--- config.mk ---
export PLATFORM = sky130hd
export DESIGN_NAME = decode_stage_hz
export DESIGN_NICKNAME = d
export VERILOG_FILES = /design/src/rtl/decode_stage_hz.sv
export SDC_FILE = /design/constraint.sdc
export NUM_CORES = 2
export LEC_CHECK = 0
export BUFFER_PORTS_ARGS = -buffer_cell sky130_fd_sc_hd__buf_2
export CAP_MARGIN = 20
export CORE_MARGIN = 8
export CORE_UTILIZATION = 55
export CTS_CLUSTER_SIZE = 30
export DETAILED_ROUTE_END_ITERATION = 8
export PLACE_DENSITY_LB_ADDON = 0.08
export REMOVE_ABC_BUFFERS = 1
export SLEW_MARGIN = 20
export SYNTH_ARGS = -nofsm -noshare
export SYNTH_HDL_FRONTEND = slang
export SYNTH_SLANG_ARGS = --single-unit
--- constraint.sdc ---
create_clock -name clk -period 3.72 [get_ports clk]
set_input_delay 0.744 -clock clk [delete_from_list [all_inputs] [get_ports clk]]
set_output_delay 0.744 -clock clk [all_outputs]
set_load 0.01 [all_outputs]
--- src/rtl/decode_stage_hz.sv ---
// decode_stage_hz: RISC-V ID stage with a GPR file and write-back bypass, RV32I decode,
// an immediate generator, load-use hazard detection and the ID/EX pipeline register.
module decode_stage_hz #(
  parameter int XLEN      = 32,
  parameter int NREGS     = 32,
  parameter bit WB_BYPASS = 1'b1,
  localparam int RN_W     = $clog2(NREGS)
) (
  input  logic            clk,
  input  logic            rst,
  input  logic            in_valid,
  input  logic [XLEN-1:0] pc_in,
  input  logic [31:0]     instr,
  input  logic            wb_we,
  input  logic [RN_W-1:0] wb_addr,
  input  logic [XLEN-1:0] wb_data,
  input  logic            ex_stall,
  input  logic            flush,
  output logic            stall_out,
  output logic            out_valid,
  output logic [XLEN-1:0] pc_ex,
  output logic [XLEN-1:0] d1,
  output logic [XLEN-1:0] d2,
  output logic [XLEN-1:0] imm,
  output logic [RN_W-1:0] rs1_ex,
  output logic [RN_W-1:0] rs2_ex,
  output logic [RN_W-1:0] rd_ex,
  output logic [2:0]      funct3_ex,
  output logic            funct7b5_ex,
  output logic            alu_src_imm,
  output logic            mem_we,
  output logic            reg_we,
  output logic            mem_to_reg,
  output logic            branch,
  output logic            jump,
  output logic            jalr
);

  localparam logic [6:0] OP_R      = 7'b0110011;
  localparam logic [6:0] OP_IMM    = 7'b0010011;
  localparam logic [6:0] OP_LOAD   = 7'b0000011;
  localparam logic [6:0] OP_STORE  = 7'b0100011;
  localparam logic [6:0] OP_BRANCH = 7'b1100011;
  localparam logic [6:0] OP_JAL    = 7'b1101111;
  localparam logic [6:0] OP_JALR   = 7'b1100111;
  localparam logic [6:0] OP_LUI    = 7'b0110111;
  localparam logic [6:0] OP_AUIPC  = 7'b0010111;

  typedef struct packed {
    logic alu_src_imm;
    logic mem_we;
    logic reg_we;
    logic mem_to_reg;
    logic branch;
    logic jump;
    logic jalr;
  } ctl_t;

  logic [XLEN-1:0] gpr [NREGS];
  logic [RN_W-1:0] rs1, rs2, rd;
  logic [XLEN-1:0] rd1, rd2, imm_d;
  logic [31:0]     imm32, imm_i, imm_s, imm_b, imm_u, imm_j;
  ctl_t            ctl_d, ctl_q;
  logic            use_rs1, use_rs2, hz, issue;

  assign rs1 = instr[15 +: RN_W];
  assign rs2 = instr[20 +: RN_W];
  assign rd  = instr[7 +: RN_W];

  // x0 is never written, so it stays zero without a special read case in storage
  always_ff @(posedge clk or negedge rst) begin
    if (!rst) begin
      for (int i = 0; i < NREGS; i++) gpr[i] <= '0;
    end else if (wb_we && wb_addr != '0) begin
      gpr[wb_addr] <= wb_data;
    end
  end

  always_comb begin
    rd1 = gpr[rs1];
    rd2 = gpr[rs2];
    if (WB_BYPASS && wb_we && wb_addr == rs1) rd1 = wb_data;
    if (WB_BYPASS && wb_we && wb_addr == rs2) rd2 = wb_data;
    if (rs1 == '0) rd1 = '0;
    if (rs2 == '0) rd2 = '0;
  end

  assign imm_i = {{20{instr[31]}}, instr[31:20]};
  assign imm_s = {{20{instr[31]}}, instr[31:25], instr[11:7]};
  assign imm_b = {{20{instr[31]}}, instr[7], instr[30:25], instr[11:8], 1'b0};
  assign imm_u = {instr[31:12], 12'b0};
  assign imm_j = {{12{instr[31]}}, instr[19:12], instr[20], instr[30:21], 1'b0};

  always_comb begin
    ctl_d   = '0;
    use_rs1 = 1'b0;
    use_rs2 = 1'b0;
    imm32   = '0;
    case (instr[6:0])
      OP_R: begin
        ctl_d.reg_we = 1'b1;
        use_rs1      = 1'b1;
        use_rs2      = 1'b1;
      end
      OP_IMM: begin
        ctl_d.reg_we      = 1'b1;
        ctl_d.alu_src_imm = 1'b1;
        use_rs1           = 1'b1;
        imm32             = imm_i;
      end
      OP_LOAD: begin
        ctl_d.reg_we      = 1'b1;
        ctl_d.alu_src_imm = 1'b1;
        ctl_d.mem_to_reg  = 1'b1;
        use_rs1           = 1'b1;
        imm32             = imm_i;
      end
      OP_STORE: begin
        ctl_d.mem_we      = 1'b1;
        ctl_d.alu_src_imm = 1'b1;
        use_rs1           = 1'b1;
        use_rs2           = 1'b1;
        imm32             = imm_s;
      end
      OP_BRANCH: begin
        ctl_d.branch = 1'b1;
        use_rs1      = 1'b1;
        use_rs2      = 1'b1;
        imm32        = imm_b;
      end
      OP_JAL: begin
        ctl_d.reg_we = 1'b1;
        ctl_d.jump   = 1'b1;
        imm32        = imm_j;
      end
      OP_JALR: begin
        ctl_d.reg_we      = 1'b1;
        ctl_d.jump        = 1'b1;
        ctl_d.jalr        = 1'b1;
        ctl_d.alu_src_imm = 1'b1;
        use_rs1           = 1'b1;
        imm32             = imm_i;
      end
      OP_LUI, OP_AUIPC: begin
        ctl_d.reg_we      = 1'b1;
        ctl_d.alu_src_imm = 1'b1;
        imm32             = imm_u;
      end
      default: ;
    endcase
  end

  assign imm_d = XLEN'($signed(imm32));

  // A load sitting in EX whose destination feeds this instruction must wait one cycle
  assign hz = in_valid && out_valid && ctl_q.mem_to_reg && (rd_ex != '0) &&
              ((use_rs1 && rs1 == rd_ex) || (use_rs2 && rs2 == rd_ex));
  assign stall_out = hz || ex_stall;
  assign issue     = in_valid && !flush && !hz;

  // Flush outranks the downstream hold; data fields load on bubbles too
  always_ff @(posedge clk or negedge rst) begin
    if (!rst) begin
      out_valid   <= 1'b0;
      ctl_q       <= '0;
      pc_ex       <= '0;
      d1          <= '0;
      d2          <= '0;
      imm         <= '0;
      rs1_ex      <= '0;
      rs2_ex      <= '0;
      rd_ex       <= '0;
      funct3_ex   <= '0;
      funct7b5_ex <= 1'b0;
    end else if (flush || !ex_stall) begin
      out_valid   <= issue;
      ctl_q       <= issue ? ctl_d : '0;
      pc_ex       <= pc_in;
      d1          <= rd1;
      d2          <= rd2;
      imm         <= imm_d;
      rs1_ex      <= rs1;
      rs2_ex      <= rs2;
      rd_ex       <= rd;
      funct3_ex   <= instr[14:12];
      funct7b5_ex <= instr[30];
    end
  end

  assign alu_src_imm = ctl_q.alu_src_imm;
  assign mem_we      = ctl_q.mem_we;
  assign reg_we      = ctl_q.reg_we;
  assign mem_to_reg  = ctl_q.mem_to_reg;
  assign branch      = ctl_q.branch;
  assign jump        = ctl_q.jump;
  assign jalr        = ctl_q.jalr;

endmodule

---- Word-level counts from Yosys, hierarchy flattened ----
Index checks and enable logic that the tools add are counted.
word-level totals
  bits in registers ....................... 1179
  bits of input ports ..................... 107
cells by class
  magnitude comparators ................... 4
  equal/unequal tests ..................... 13
  mux-type cells .......................... 24
  bitwise operators ....................... 3
  reductions and logical operators ........ 29
operator list
  kind                  count
  $bwmux W1024          1
  $bmux W32 S5          2
  $mux W32              9
  $demux W32 S5         1
  $pmux W32 S5          1
  $eq A7 B6 Y1 const B  3
  $eq A7 B7 Y1 const B  3
  $eq A5 B5 Y1          4
  $ge A6 B6 Y1 const B  3
  $not A5 Y6            3
  $eq A7 B5 Y1 const B  2
  $logic_and A1 B1 Y1   12
  $reduce_or A6 Y1      2
  $logic_not A5 Y1      2
  $reduce_bool A5 Y1    2
  $mux W1               9
  $eq A7 B2 Y1 const B  1
  $mux W7               1
  $reduce_or A7 Y1      1
  $lt A6 B1 Y1 const B  1
  $reduce_or A3 Y1      2
  $reduce_or A2 Y1      2
  $logic_not A1 Y1      3
  $logic_or A1 B1 Y1    3

---- Depth between registers and ports, before layout ----
  depth after elaboration ................. 9
  mapped depth ............................ 9
  gate-level depth less buffers ........... 5

---- Worst setup path after synthesis ----
OpenSTA, ideal clock, no wires.
  path type ............................... input port to output port
  start point ............................. in instr[15]
  end point ............................... out stall_out
  arrival time ............................ 2.112 ns
  required time ........................... 2.976 ns
  setup slack ............................. 0.864 ns
  stages .................................. 9
  buffers on the path ..................... 4
  path through ............................ buf_4 -> buf_6 -> buf_6 -> xor2_1 -> nor3_1 -> a32oi_1 -> o31a_1 -> buf_2 -> inv_1
on the way
  longest elaborated chain between the ends .. 5
RTL lines
  element              RTL line  source
  start, declared      13        input logic [31:0] instr,
  $eq A5 B5 Y1         157       ((use_rs1 && rs1 == rd_ex) || (use_rs2 && rs2 == rd_ex));
  $logic_and A1 B1 Y1  157
  $logic_or A1 B1 Y1   157
  $logic_and A1 B1 Y1  156       assign hz = in_valid && out_valid && ctl_q.mem_to_reg && (rd_ex != '0) &&
  $logic_or A1 B1 Y1   158       assign stall_out = hz || ex_stall;
  end, declared        19        output logic stall_out,
No other way between the ends.

---- Worst setup path in the final report ----
  start point ............................. reg rd_ex[1]
  end point ............................... out stall_out
on the way
  longest elaborated chain between the ends .. 5
  elaborated cells on any way between the ends .. 9
  classes of those cells .................. eq/ne: 2; reduce/logical: 7
RTL lines
  element                  RTL line  source
  start, declared          27        output logic [RN_W-1:0] rd_ex,
  start signal, assigned   184       rd_ex <= rd;
  $eq A5 B5 Y1             157
  $logic_and A1 B1 Y1      157
  $logic_or A1 B1 Y1       157
  $logic_and A1 B1 Y1 (*)  156
  $logic_or A1 B1 Y1 (*)   158
Mark *: on every way between the ends. The rest lies on a longest branch, timed or not.

==> flow_summary.ini <==
[yosys]
netlist_area_um2 = 60180
yosysWarnings = 0
yosys_register_bits = 1179
synthTopCellsByArea = dfrtp_1, mux4_2, mux2_2
synth-edff-count = 0
synth_cells = 4049
syn_avg_cell_area_um2 = 14.86
synth_top_area_frac = 0.4903
synth_cell_type_count = 59
ys_seq_area_frac = 0.4903
synth_top_area_cell = dfrtp_1
synth_flop_cell = dfrtp_1
synthArstFlopShare = 1.000

[timing]
relSlewSlack = 0.3488
fin_tns_setup_ns = 0
period_share = 0.8849
rsz0062_at_grt = false
drv_slew = 0
period_minus_slack_ns = 3.292
clock-skew-final_ns = 0.02633
finalSetupViolations = 0
holdWs_ns = 0.03325
finalHoldViolCount = 0
tightest_slew_ns = 0.9758
max_freq_mhz = 303.8

[worst_setup_path]
critPathLaunch = rd_ex[1]
cp-start-kind = flop
cp_slowest_cell = or4_1
path_max_fanout = 5
cp_num_buf_inv = 2
r2r_start = rd_ex[0]
crit_arrival_ns = 2.55
worstSetupEndpointType = primary output
path_class = flop to primary output
crit_path_cell_trace = or4_1 -> o21ba_2 -> a41oi_1 -> o31a_1 -> inv_1 -> buf_2
cp_slowest_stage_delay_ns = 0.57
critPathTopFamily = simple AND/OR/NAND/NOR gates
worstPathRequired_ns = 2.98

[power_and_ir_drop]
powerDensity_nw_per_um2 = 546.4
irDropWorstVdd_mv = 0.4584
fin_total_pwr_w = 0.03716
p_leak_nw = 30.10

[layout]
final.fill_count = 8237
multi_input_area_um2 = 28810
largest_register_ffs = 1024
area_delta_synth_final_pct = 13.02
seqCellArea_um2 = 29500
drive_above_1_share = 0.5207
largest_register = gpr
num-nets-final = 4291
fin_area_um2 = 68010
finalCoreUtilization = 0.6257

[route]
wl_met2_mm = 86.87
ant_nets = 0
drt-initial-drc-count = 3431
firstDrtPassIters = 5
detailroute.via_count = 38560
wl_met3_mm = 11.99
vias_per_cell = 6.760
drcViolationCount = 0
wl_met1_mm = 75.21
highest-signal-layer = met4
wirelength_mm = 180.6
post_drt_wl_per_cell_um = 31.67

[clock_network]
cts.clk_slew.worst_paths_ns = 0.06
numCtsBuffers = 133
clock-sinks = 1179
post-cts-setup-buffer-count = 0
cts_tree = yes
clkLatencyLatePin_ns = 0.75
cts_max_level = 4
clockRootBuffer = clkbuf_16
cts_buffer_depth = 3
hold_buffers = 0
cts_resized = 0

[hold_path]
hold_path.class = input pin to async pin

[floorplanning]
fp.dieH_um = 346.8
die_x_um = 346.8
start_util = 0.5536
ioPinCount = 263
fp-row-count = 121
die_area_um2 = 120300
core_area_um2 = 108700

[run_status]
outcome = complete, no violations

[global_route]
grt_pass1_wl_mm = 274.1
track_usage = 0.3019
grt_max_degree = 141
antenna_found_initial = 4
grt-ovfl-total = 0
grt_pass1_vias = 40540

[run]
maxCapViolations = 0

[place]
place_area_um2 = 63520
dp_hpwl_mm = 111.6
place.gp.congestion = 0.8222
io_buffers = 262
## report_power, final
| group | switching [W] | internal, W |
|---|---|---|
| clock network | 0.00537 | 0.00807 |
| logic | 0.00272 | 0.00419 |
| registers | 0.00170 | 0.0151 |
| total | 0.00978 | 0.0274 |
## synthesized netlist by cell type, types with 4 or more instances
library cell and n:
a221oi_1 4, mux4_2 512, nor4_1 34, o22ai_1 110
xnor2_1 10, or4_1 11, nand3b_1 9, a221o_1 32
o221ai_1 17, nand3_1 5, nand2b_1 4, buf_1 61
or3b_2 4, clkbuf_1 225, or2_2 5, xor2_1 10
o21ai_1 21, nor2b_1 5, o21ai_0 41, buf_2 111
mux2i_1 123, a32oi_1 14, a32o_1 5, buf_4 34
a22o_1 40, nor3_1 8, nor2_1 41, mux2_2 996
nor3b_1 6, dfrtp_1 1179, a22oi_1 18, a311oi_1 19
a21oi_1 26, buf_6 18, nand2_1 258
## metal layers
layer / GRT usage / up-vias
met3: 0.05312 / 341
met2: 0.4869 / 1516
li1: - / 15900
met5: 0 / -
met1: 0.4163 / 20800
met4: 0.1067 / 0
## cell type report
| cell class | instances | area share |
|---|---|---|
| Tap cell | 1414 | 0.02601 |
| Antenna cell | 5 | 0.0001840 |
| Timing Repair Buffer | 449 | 0.05031 |
| Inverter | 3 | 0.0001656 |
| Clock buffer | 195 | 0.05938 |
| Sequential cell | 1179 | 0.4338 |
| Clock inverter | 41 | 0.006494 |
| Multi-Input combinational cell | 2418 | 0.4237 |
## layout by cell type (no fill, tap or decap), types with 7 or more instances in the layout
master	instances
dfrtp_1	1179
mux2_2	996
mux4_2	512
buf_2	254
nand2_1	243
clkbuf_16	139
buf_4	138
mux2i_1	123
o22ai_1	110
buf_12	52
o21ai_0	41
a22o_1	40
clkbuf_8	36
nor4_1	33
a221o_1	32
a21oi_1	25
nor2_1	22
clkinv_2	21
clkbuf_1	21
a311oi_1	19
a22oi_1	18
o21ai_1	18
nor2_4	17
o221ai_1	17
nand2_2	15
a32oi_1	14
or4_1	11
xor2_1	10
xnor2_1	10
nand3b_1	9
nor3_1	8
bufinv_16	8
clkinvlp_4	7
## path summary, 6_finish.rpt
check	end	slack [ns]	cells after the start
hold reg to reg	gpr[1017]	0.39	0
setup reg to reg	jalr	1.68	6
hold / removal	gpr[384]	0.03	1
min in group clk	pc_ex[17]	0.20	3
setup / recovery	stall_out	0.43	6
max in group asynchronous	gpr[616]	2.68	3
## through the flow
stage                     instances  setup slack [ns]
after floorplan                3600            -5.743
after global placement         5463            0.6593
after detailed placement       5463            0.6310
after CTS                      5699            0.3832
after global routing           5702            0.3349
final                          5704            0.4282
## worst register-to-register path: stages, from the launching register on
cell and delay, ns:
dfrtp_1 0.49, xor2_1 0.21, nor3_1 0.35, a32oi_1 0.16, o31a_1 0.28, buf_4 0.18
a32o_1 0.25
## logic make-up after synthesis
| group | synth area share |
|---|---|
| xor+xnor | 0.002911 |
| buf+inv | 0.03487 |
| mux | 0.3985 |
| simple gates | 0.03002 |
| flops | 0.4903 |
| compound gates | 0.04346 |
Power figures use the tool's default switching activity.
